===== src/rtl/mc_control_fsm_pkg.sv =====
// Shared definitions for the multicycle control FSM: opcodes, state encoding,
// datapath-select encodings and the control-word struct.
package mc_control_fsm_pkg;

  localparam logic [6:0] OP_ARITH     = 7'b0110011;
  localparam logic [6:0] OP_ARITH_IMM = 7'b0010011;
  localparam logic [6:0] OP_LOAD      = 7'b0000011;
  localparam logic [6:0] OP_STORE     = 7'b0100011;
  localparam logic [6:0] OP_BRANCH    = 7'b1100011;
  localparam logic [6:0] OP_JAL       = 7'b1101111;
  localparam logic [6:0] OP_JALR      = 7'b1100111;
  localparam logic [6:0] OP_ECALL     = 7'b1110011;

  typedef enum logic [2:0] {
    S_IF    = 3'd0,
    S_ID    = 3'd1,
    S_EX    = 3'd2,
    S_MEM   = 3'd3,
    S_WB    = 3'd4,
    S_BR_NT = 3'd5,
    S_HALT  = 3'd6
  } state_e;

  typedef enum logic [3:0] {
    I_ARITH,
    I_ARITH_IMM,
    I_LOAD,
    I_STORE,
    I_BRANCH,
    I_JAL,
    I_JALR,
    I_ECALL,
    I_UNKNOWN
  } instr_e;

  localparam logic       PC_SRC_ALU    = 1'b0;
  localparam logic       PC_SRC_ALUOUT = 1'b1;

  localparam logic       IORD_PC       = 1'b0;
  localparam logic       IORD_ALUOUT   = 1'b1;

  localparam logic [1:0] M2R_ALUOUT    = 2'd0;
  localparam logic [1:0] M2R_MDR       = 2'd1;
  localparam logic [1:0] M2R_ALU       = 2'd2;

  localparam logic       SRC_A_PC      = 1'b0;
  localparam logic       SRC_A_REG     = 1'b1;

  localparam logic [1:0] SRC_B_REG     = 2'd0;
  localparam logic [1:0] SRC_B_FOUR    = 2'd1;
  localparam logic [1:0] SRC_B_IMM     = 2'd2;

  localparam logic [1:0] ALU_ADD       = 2'd0;
  localparam logic [1:0] ALU_BRANCH    = 2'd1;
  localparam logic [1:0] ALU_FUNCT     = 2'd2;

  typedef struct packed {
    logic       pc_write;
    logic       pc_source;
    logic       i_or_d;
    logic       mem_read;
    logic       mem_write;
    logic       ir_write;
    logic [1:0] mem_to_reg;
    logic       reg_write;
    logic       alu_src_a;
    logic [1:0] alu_src_b;
    logic [1:0] alu_op;
    logic       is_halted;
  } ctrl_t;

  localparam ctrl_t CTRL_IDLE = '0;

  function automatic instr_e decode_opcode(input logic [6:0] op);
    instr_e r;
    case (op)
      OP_ARITH:     r = I_ARITH;
      OP_ARITH_IMM: r = I_ARITH_IMM;
      OP_LOAD:      r = I_LOAD;
      OP_STORE:     r = I_STORE;
      OP_BRANCH:    r = I_BRANCH;
      OP_JAL:       r = I_JAL;
      OP_JALR:      r = I_JALR;
      OP_ECALL:     r = I_ECALL;
      default:      r = I_UNKNOWN;
    endcase
    return r;
  endfunction

  // Sequential fall-through: ALU computes PC+4 and the result is written to PC.
  function automatic ctrl_t ctrl_pc_plus_four();
    ctrl_t c;
    c           = CTRL_IDLE;
    c.pc_write  = 1'b1;
    c.pc_source = PC_SRC_ALU;
    c.alu_src_a = SRC_A_PC;
    c.alu_src_b = SRC_B_FOUR;
    c.alu_op    = ALU_ADD;
    return c;
  endfunction

endpackage


===== src/rtl/mc_control_fsm_perf_counter.sv =====
// perf_counter: free-running wrap-around event counter with synchronous clear.
module perf_counter #(
  parameter int CNT_W = 32
) (
  input  logic             clk,
  input  logic             clear,
  input  logic             enable,
  output logic [CNT_W-1:0] count
);

  always_ff @(posedge clk) begin
    if (clear) begin
      count <= '0;
    end else if (enable) begin
      count <= count + CNT_W'(1);
    end
  end

endmodule


===== src/rtl/mc_control_fsm.sv =====
// Multicycle RISC-V control FSM with cycle/retired performance counters.
// Define MEM_HANDSHAKE_EN to make IF/MEM wait for mem_ready; otherwise they take one cycle.
module mc_control_fsm
  import mc_control_fsm_pkg::*;
#(
  parameter int CNT_W = 32
) (
  input  logic             clk,
  input  logic             reset,
  input  logic [6:0]       opcode,
  input  logic             alu_bcond,
  input  logic             halt_req,
  input  logic             mem_ready,
  output logic             pc_write,
  output logic             pc_source,
  output logic             i_or_d,
  output logic             mem_read,
  output logic             mem_write,
  output logic             ir_write,
  output logic [1:0]       mem_to_reg,
  output logic             reg_write,
  output logic             alu_src_a,
  output logic [1:0]       alu_src_b,
  output logic [1:0]       alu_op,
  output logic             is_halted,
  output logic [CNT_W-1:0] cycle_count,
  output logic [CNT_W-1:0] retired_count
);

  state_e state;
  instr_e instr;
  ctrl_t  ctrl;
  logic   mem_done;
  logic   ctr_clear;
  logic   cycle_en;

  assign instr = decode_opcode(opcode);

`ifdef MEM_HANDSHAKE_EN
  assign mem_done = mem_ready;
`else
  logic unused_mem_ready;
  assign unused_mem_ready = mem_ready;
  assign mem_done         = 1'b1;
`endif

  // Unknown opcodes take the ECALL path with halt_req forced low.
  always_ff @(posedge clk) begin
    // NOTE: state registers use non-blocking assignments so every flop samples pre-edge values.
    if (!reset) begin
      state <= S_IF;
    end else begin
      case (state)
        S_IF: begin
          if (mem_done) state <= S_ID;
        end
        S_ID: begin
          if (instr == I_ECALL) begin
            state <= halt_req ? S_HALT : S_IF;
          end else if (instr == I_UNKNOWN) begin
            state <= S_IF;
          end else begin
            state <= S_EX;
          end
        end
        S_EX: begin
          case (instr)
            I_ARITH, I_ARITH_IMM, I_JALR: state <= S_WB;
            I_LOAD, I_STORE:              state <= S_MEM;
            I_BRANCH:                     state <= alu_bcond ? S_IF : S_BR_NT;
            default:                      state <= S_IF;
          endcase
        end
        S_MEM: begin
          if (mem_done) state <= (instr == I_LOAD) ? S_WB : S_IF;
        end
        S_WB, S_BR_NT: state <= S_IF;
        S_HALT:        state <= S_HALT;
        default:       state <= S_IF;
      endcase
    end
  end

  always_comb begin
    // NOTE: full default before the case keeps every path assigned, so no latches are inferred.
    ctrl = CTRL_IDLE;
    case (state)
      S_IF: begin
        ctrl.i_or_d   = IORD_PC;
        ctrl.mem_read = 1'b1;
        ctrl.ir_write = mem_done;
      end
      S_ID: begin
        if (instr == I_ECALL || instr == I_UNKNOWN) begin
          if (!(instr == I_ECALL && halt_req)) ctrl = ctrl_pc_plus_four();
        end else begin
          // Branch/jump target PC+imm is parked in ALUOut for later states.
          ctrl.alu_src_a = SRC_A_PC;
          ctrl.alu_src_b = SRC_B_IMM;
          ctrl.alu_op    = ALU_ADD;
        end
      end
      S_EX: begin
        case (instr)
          I_ARITH: begin
            ctrl.alu_src_a = SRC_A_REG;
            ctrl.alu_src_b = SRC_B_REG;
            ctrl.alu_op    = ALU_FUNCT;
          end
          I_ARITH_IMM: begin
            ctrl.alu_src_a = SRC_A_REG;
            ctrl.alu_src_b = SRC_B_IMM;
            ctrl.alu_op    = ALU_FUNCT;
          end
          I_LOAD, I_STORE, I_JALR: begin
            ctrl.alu_src_a = SRC_A_REG;
            ctrl.alu_src_b = SRC_B_IMM;
            ctrl.alu_op    = ALU_ADD;
          end
          I_BRANCH: begin
            ctrl.alu_src_a = SRC_A_REG;
            ctrl.alu_src_b = SRC_B_REG;
            ctrl.alu_op    = ALU_BRANCH;
            ctrl.pc_write  = alu_bcond;
            ctrl.pc_source = alu_bcond ? PC_SRC_ALUOUT : PC_SRC_ALU;
          end
          I_JAL: begin
            // rd <= PC+4 from the ALU while PC <= PC+imm from ALUOut, same cycle.
            ctrl            = ctrl_pc_plus_four();
            ctrl.reg_write  = 1'b1;
            ctrl.mem_to_reg = M2R_ALU;
            ctrl.pc_source  = PC_SRC_ALUOUT;
          end
          default: ctrl = CTRL_IDLE;
        endcase
      end
      S_MEM: begin
        if (instr == I_STORE && mem_done) ctrl = ctrl_pc_plus_four();
        ctrl.i_or_d    = IORD_ALUOUT;
        ctrl.mem_read  = (instr == I_LOAD);
        ctrl.mem_write = (instr == I_STORE);
      end
      S_WB: begin
        ctrl           = ctrl_pc_plus_four();
        ctrl.reg_write = 1'b1;
        case (instr)
          I_LOAD: ctrl.mem_to_reg = M2R_MDR;
          I_JALR: begin
            ctrl.mem_to_reg = M2R_ALU;
            ctrl.pc_source  = PC_SRC_ALUOUT;
          end
          default: ctrl.mem_to_reg = M2R_ALUOUT;
        endcase
      end
      S_BR_NT: ctrl = ctrl_pc_plus_four();
      S_HALT:  ctrl.is_halted = 1'b1;
      default: ctrl = CTRL_IDLE;
    endcase
  end

  assign pc_write   = ctrl.pc_write;
  assign pc_source  = ctrl.pc_source;
  assign i_or_d     = ctrl.i_or_d;
  assign mem_read   = ctrl.mem_read;
  assign mem_write  = ctrl.mem_write;
  assign ir_write   = ctrl.ir_write;
  assign mem_to_reg = ctrl.mem_to_reg;
  assign reg_write  = ctrl.reg_write;
  assign alu_src_a  = ctrl.alu_src_a;
  assign alu_src_b  = ctrl.alu_src_b;
  assign alu_op     = ctrl.alu_op;
  assign is_halted  = ctrl.is_halted;

  assign ctr_clear = ~reset;
  assign cycle_en  = (state != S_HALT);

  perf_counter #(.CNT_W(CNT_W)) u_cycle_ctr (
    .clk    (clk),
    .clear  (ctr_clear),
    .enable (cycle_en),
    .count  (cycle_count)
  );

  perf_counter #(.CNT_W(CNT_W)) u_retired_ctr (
    .clk    (clk),
    .clear  (ctr_clear),
    .enable (ctrl.pc_write),
    .count  (retired_count)
  );

endmodule


===== config.mk =====
export PLATFORM = sky130hd
export DESIGN_NAME = mc_control_fsm
export DESIGN_NICKNAME = d
export VERILOG_FILES = /design/src/rtl/mc_control_fsm_pkg.sv /design/src/rtl/mc_control_fsm_perf_counter.sv /design/src/rtl/mc_control_fsm.sv
export SDC_FILE = /design/constraint.sdc
export NUM_CORES = 1
export LEC_CHECK = 0
export CAP_MARGIN = 20
export CORE_MARGIN = 2
export CORE_UTILIZATION = 49
export CTS_CLUSTER_SIZE = 30
export DETAILED_ROUTE_END_ITERATION = 16
export PLACE_DENSITY = 0.81
export SYNTH_ARGS = -nofsm -noshare
export SYNTH_HDL_FRONTEND = slang
export SYNTH_SLANG_ARGS = --single-unit

===== constraint.sdc =====
create_clock -name clk -period 2.7 [get_ports clk]
set_input_delay 0.405 -clock clk [delete_from_list [all_inputs] [get_ports clk]]
set_output_delay 0.405 -clock clk [all_outputs]
set_load 0.005 [all_outputs]

==> out/qor.yml <==
run_status:
  status: "complete, no violations"
die:
  die_h_um: 87.54
  rows: 30
  die-area_um2: 7663
  initial_core_util_pct: 50.61
  dieWidth_um: 87.54
  coreArea_um2: 6756
  ioPinCount: 91
detailed_routing:
  via_count: 3573
  wirelength_um: 9127
  wl_per_cell_um: 14.42
  drc: 0
  via_per_inst: 5.645
  drt-pass1-iter-count: 4
  ant_nets: 0
  first_iter_violations: 167
cts:
  clk_path_buf_depth: 2
  tritoncts: "done"
  clockRootBuffer: "clkbuf_8"
  clk_latency_ns: 0.33
  clk_pin_slew_worst_paths_ns: 0.07
  cts.sinks: 67
  cts.htree.levels: 3
  cts_made_buffers: 9
worst_setup_path:
  start_kind: "input pin"
  critPathCaptureType: "primary output"
  reg2reg_depth: 9
  worstPathMaxFanout: 4
  critPathRequiredTime_ns: 2.30
  crit_start: "opcode[4]"
  r2r_start: "state[1]"
  cp_data_arrival_time_ns: 2.25
  r2r_slack_ns: 0.43
  crit_type: "input pin to primary output"
  endpoint: "pc_source"
  r2r-end: "u_retired_ctr.count[17]"
sta:
  slew_viol_final: 0
  fin_crit_sh_pct: 98.49
  setup_violations: 0
  fin_skew_ns: 0.01136
  final_hold_viol_count: 0
  worst-slew-pin-transition_ns: 0.5232
  fin_crit_ns: 2.659
  fmax_mhz: 376.0
  relSlewSlack_pct: 64.85
grt:
  grt_pass1_wl_um: 14960
  grt_usage_pct: 24.08
  antenna_found_initial: 0
  grt_pass1_vias: 3368
  overflow: 0
  grt_max_degree: 32
finish:
  nets: 563
  antenna_cells: 0
  syn_to_final_growth_pct: 42.01
  fin_cells: 633
  drive_above_1_share_pct: 12.84
  fillers: 527
  utilization_pct: 71.87
logic_synthesis:
  synth_top_area_share_pct: 39.22
  ys_warn_count: 0
  synth_ff_type: "dfxtp_1"
  async_flop_share_pct: 0
  syn_inst: 430
  yosys_register_bits: 67
  synth_top_area_cell: "dfxtp_1"
  syn_nets: 444
  synth-edff-count: 0
  yosysUniqueCellTypes: 49
  synth-seq-area-share_pct: 39.22
  synth_area_um2: 3420
  synth_area_leaders: "dfxtp_1 39%, or3_1 4.9%, xor2_1 4.9%, a21oi_1 4.8%, nor2_1 4.5%"
  avgSynthCellArea_um2: 7.952
place:
  dpl.hpwl_um: 6577
  portBuffers: 89
  placedCellCount: 616
  gp_congestion: 0.9325
pwr:
  p_leak_nw: 1.740
  power_density_nw_per_um2: 385.5
  fin_total_pwr_mw: 1.872
  ir_drop_mv: 0.3073
worst_hold_path:
  hold_class: "register to register"
flow_run:
  cap_violations: 0
-- layer usage --
metal	share of wire (%)	track usage, %
met1	45	31.42
met2	48	40.50
met3	4.8	4.053
met4	2.3	8.112
met5	0	0
-- cells in the mapped netlist, types with 2 or more instances --
| library cell | n |
|---|---|
| a211oi_1 | 2 |
| dfxtp_1 | 67 |
| xnor2_1 | 9 |
| a21o_1 | 3 |
| inv_1 | 6 |
| a21oi_1 | 33 |
| nor2_1 | 41 |
| nand4_1 | 20 |
| o21ai_1 | 13 |
| buf_2 | 4 |
| ha_1 | 2 |
| or3_1 | 27 |
| o31ai_1 | 5 |
| xor2_1 | 19 |
| or4_1 | 4 |
| nor4_1 | 6 |
| nor3_1 | 6 |
| and3_1 | 15 |
| a31oi_1 | 4 |
| and2_1 | 10 |
| o21a_1 | 2 |
| clkbuf_1 | 15 |
| nand2b_1 | 7 |
| nand2_1 | 36 |
| and4_1 | 6 |
| nor2b_1 | 2 |
| mux2i_1 | 5 |
| inv_2 | 3 |
| nand3_1 | 23 |
| o21ai_0 | 16 |
-- logic make-up after synthesis --
group / after synthesis / synth area share [%]
adder cells (fa/ha/maj): 2 / 0.7317
flip-flops: 67 / 39.22
AO/OA/AOI/OAI: 86 / 14.38
multiplexers: 5 / 1.464
AND/OR/NAND/NOR: 212 / 33.37
XOR/XNOR: 28 / 7.172
buffers and inverters: 30 / 3.659
-- registers in the layout (all words and copies together), names as in the netlist --
| name | cells |
|---|---|
| u_retired_ctr.count | 32 |
| u_cycle_ctr.count | 32 |
| state | 3 |
-- how the worst min path moves through the flow --
stage,from,to,slack (ns),depth (start not counted)
2_1_floorplan,u_cycle_ctr.count[30],u_cycle_ctr.count[30],0.47,2
3_3_place_gp,u_retired_ctr.count[31],u_retired_ctr.count[31],0.46,2
3_5_place_dp,u_cycle_ctr.count[30],u_cycle_ctr.count[30],0.48,2
4_1_cts,u_retired_ctr.count[31],u_retired_ctr.count[31],0.49,2
5_1_grt,u_retired_ctr.count[25],u_retired_ctr.count[25],0.52,2
6_report,u_retired_ctr.count[31],u_retired_ctr.count[31],0.49,2
-- report_power, final --
group	internal [mW]	switching, mW
logic	0.0807	0.0928
clock network	0.325	0.368
registers	0.996	0.00921
-- metrics by stage --
| step | setup TNS (ns) | cell area [µm²] | worst slack [ns] | hold WS [ns] |
|---|---|---|---|---|
| 3_3_place_gp | -7.099 | 4601 | -0.4031 | 0.4635 |
| 3_5_place_dp | -7.885 | 4601 | -0.3935 | 0.4816 |
| 5_1_grt | -0.008180 | 4856 | -0.008180 | 0.5248 |
| 4_1_cts | -0.1084 | 4815 | -0.08966 | 0.4925 |
| 6_report | 0 | 4856 | 0.04071 | 0.4921 |
| 2_1_floorplan | 0 | 3420 | 0.4771 | 0.4688 |
-- cell type report --
class                      count  area [µm²]  area share (%)
clock buffer                  10       127.6           2.628
clock inverter                 5       31.28          0.6442
inverter                      10       37.54          0.7730
multi-input combinational    333        2028           41.77
sequential                    67        1341           27.62
tap                           80       100.1           2.061
timing repair buffer         128        1190           24.50
-- critical path, stage by stage --
cell	delay [ns]
clkdlybuf4s50_1	0.47
and3b_1	0.30
buf_4	0.14
nand2_1	0.08
nor3_2	0.25
a21o_1	0.12
clkdlybuf4s50_1	0.49
-- cell usage in the layout (no fill, tap or decap), drive strengths merged, types with 15 or more instances in the layout --
| master | Yosys | layout |
|---|---|---|
| nand4 | 20 | 20 |
| dfxtp | 67 | 67 |
| buf | 5 | 39 |
| and3 | 15 | 15 |
| o21ai | 29 | 29 |
| nor2 | 41 | 41 |
| clkdlybuf4s50 | 0 | 79 |
| or3 | 27 | 27 |
| nand3 | 23 | 23 |
| nand2 | 36 | 36 |
| xor2 | 19 | 19 |
| a21oi | 33 | 33 |
-- repair_timing --
item                                    4_1_cts  5_1_grt
pin swaps                                     4        2
endpoints found under the setup margin        6        8
resized for setup                            19        7
hold buffers                                  0        0
buffers inserted                              1        1
Power figures use the tool's default switching activity.
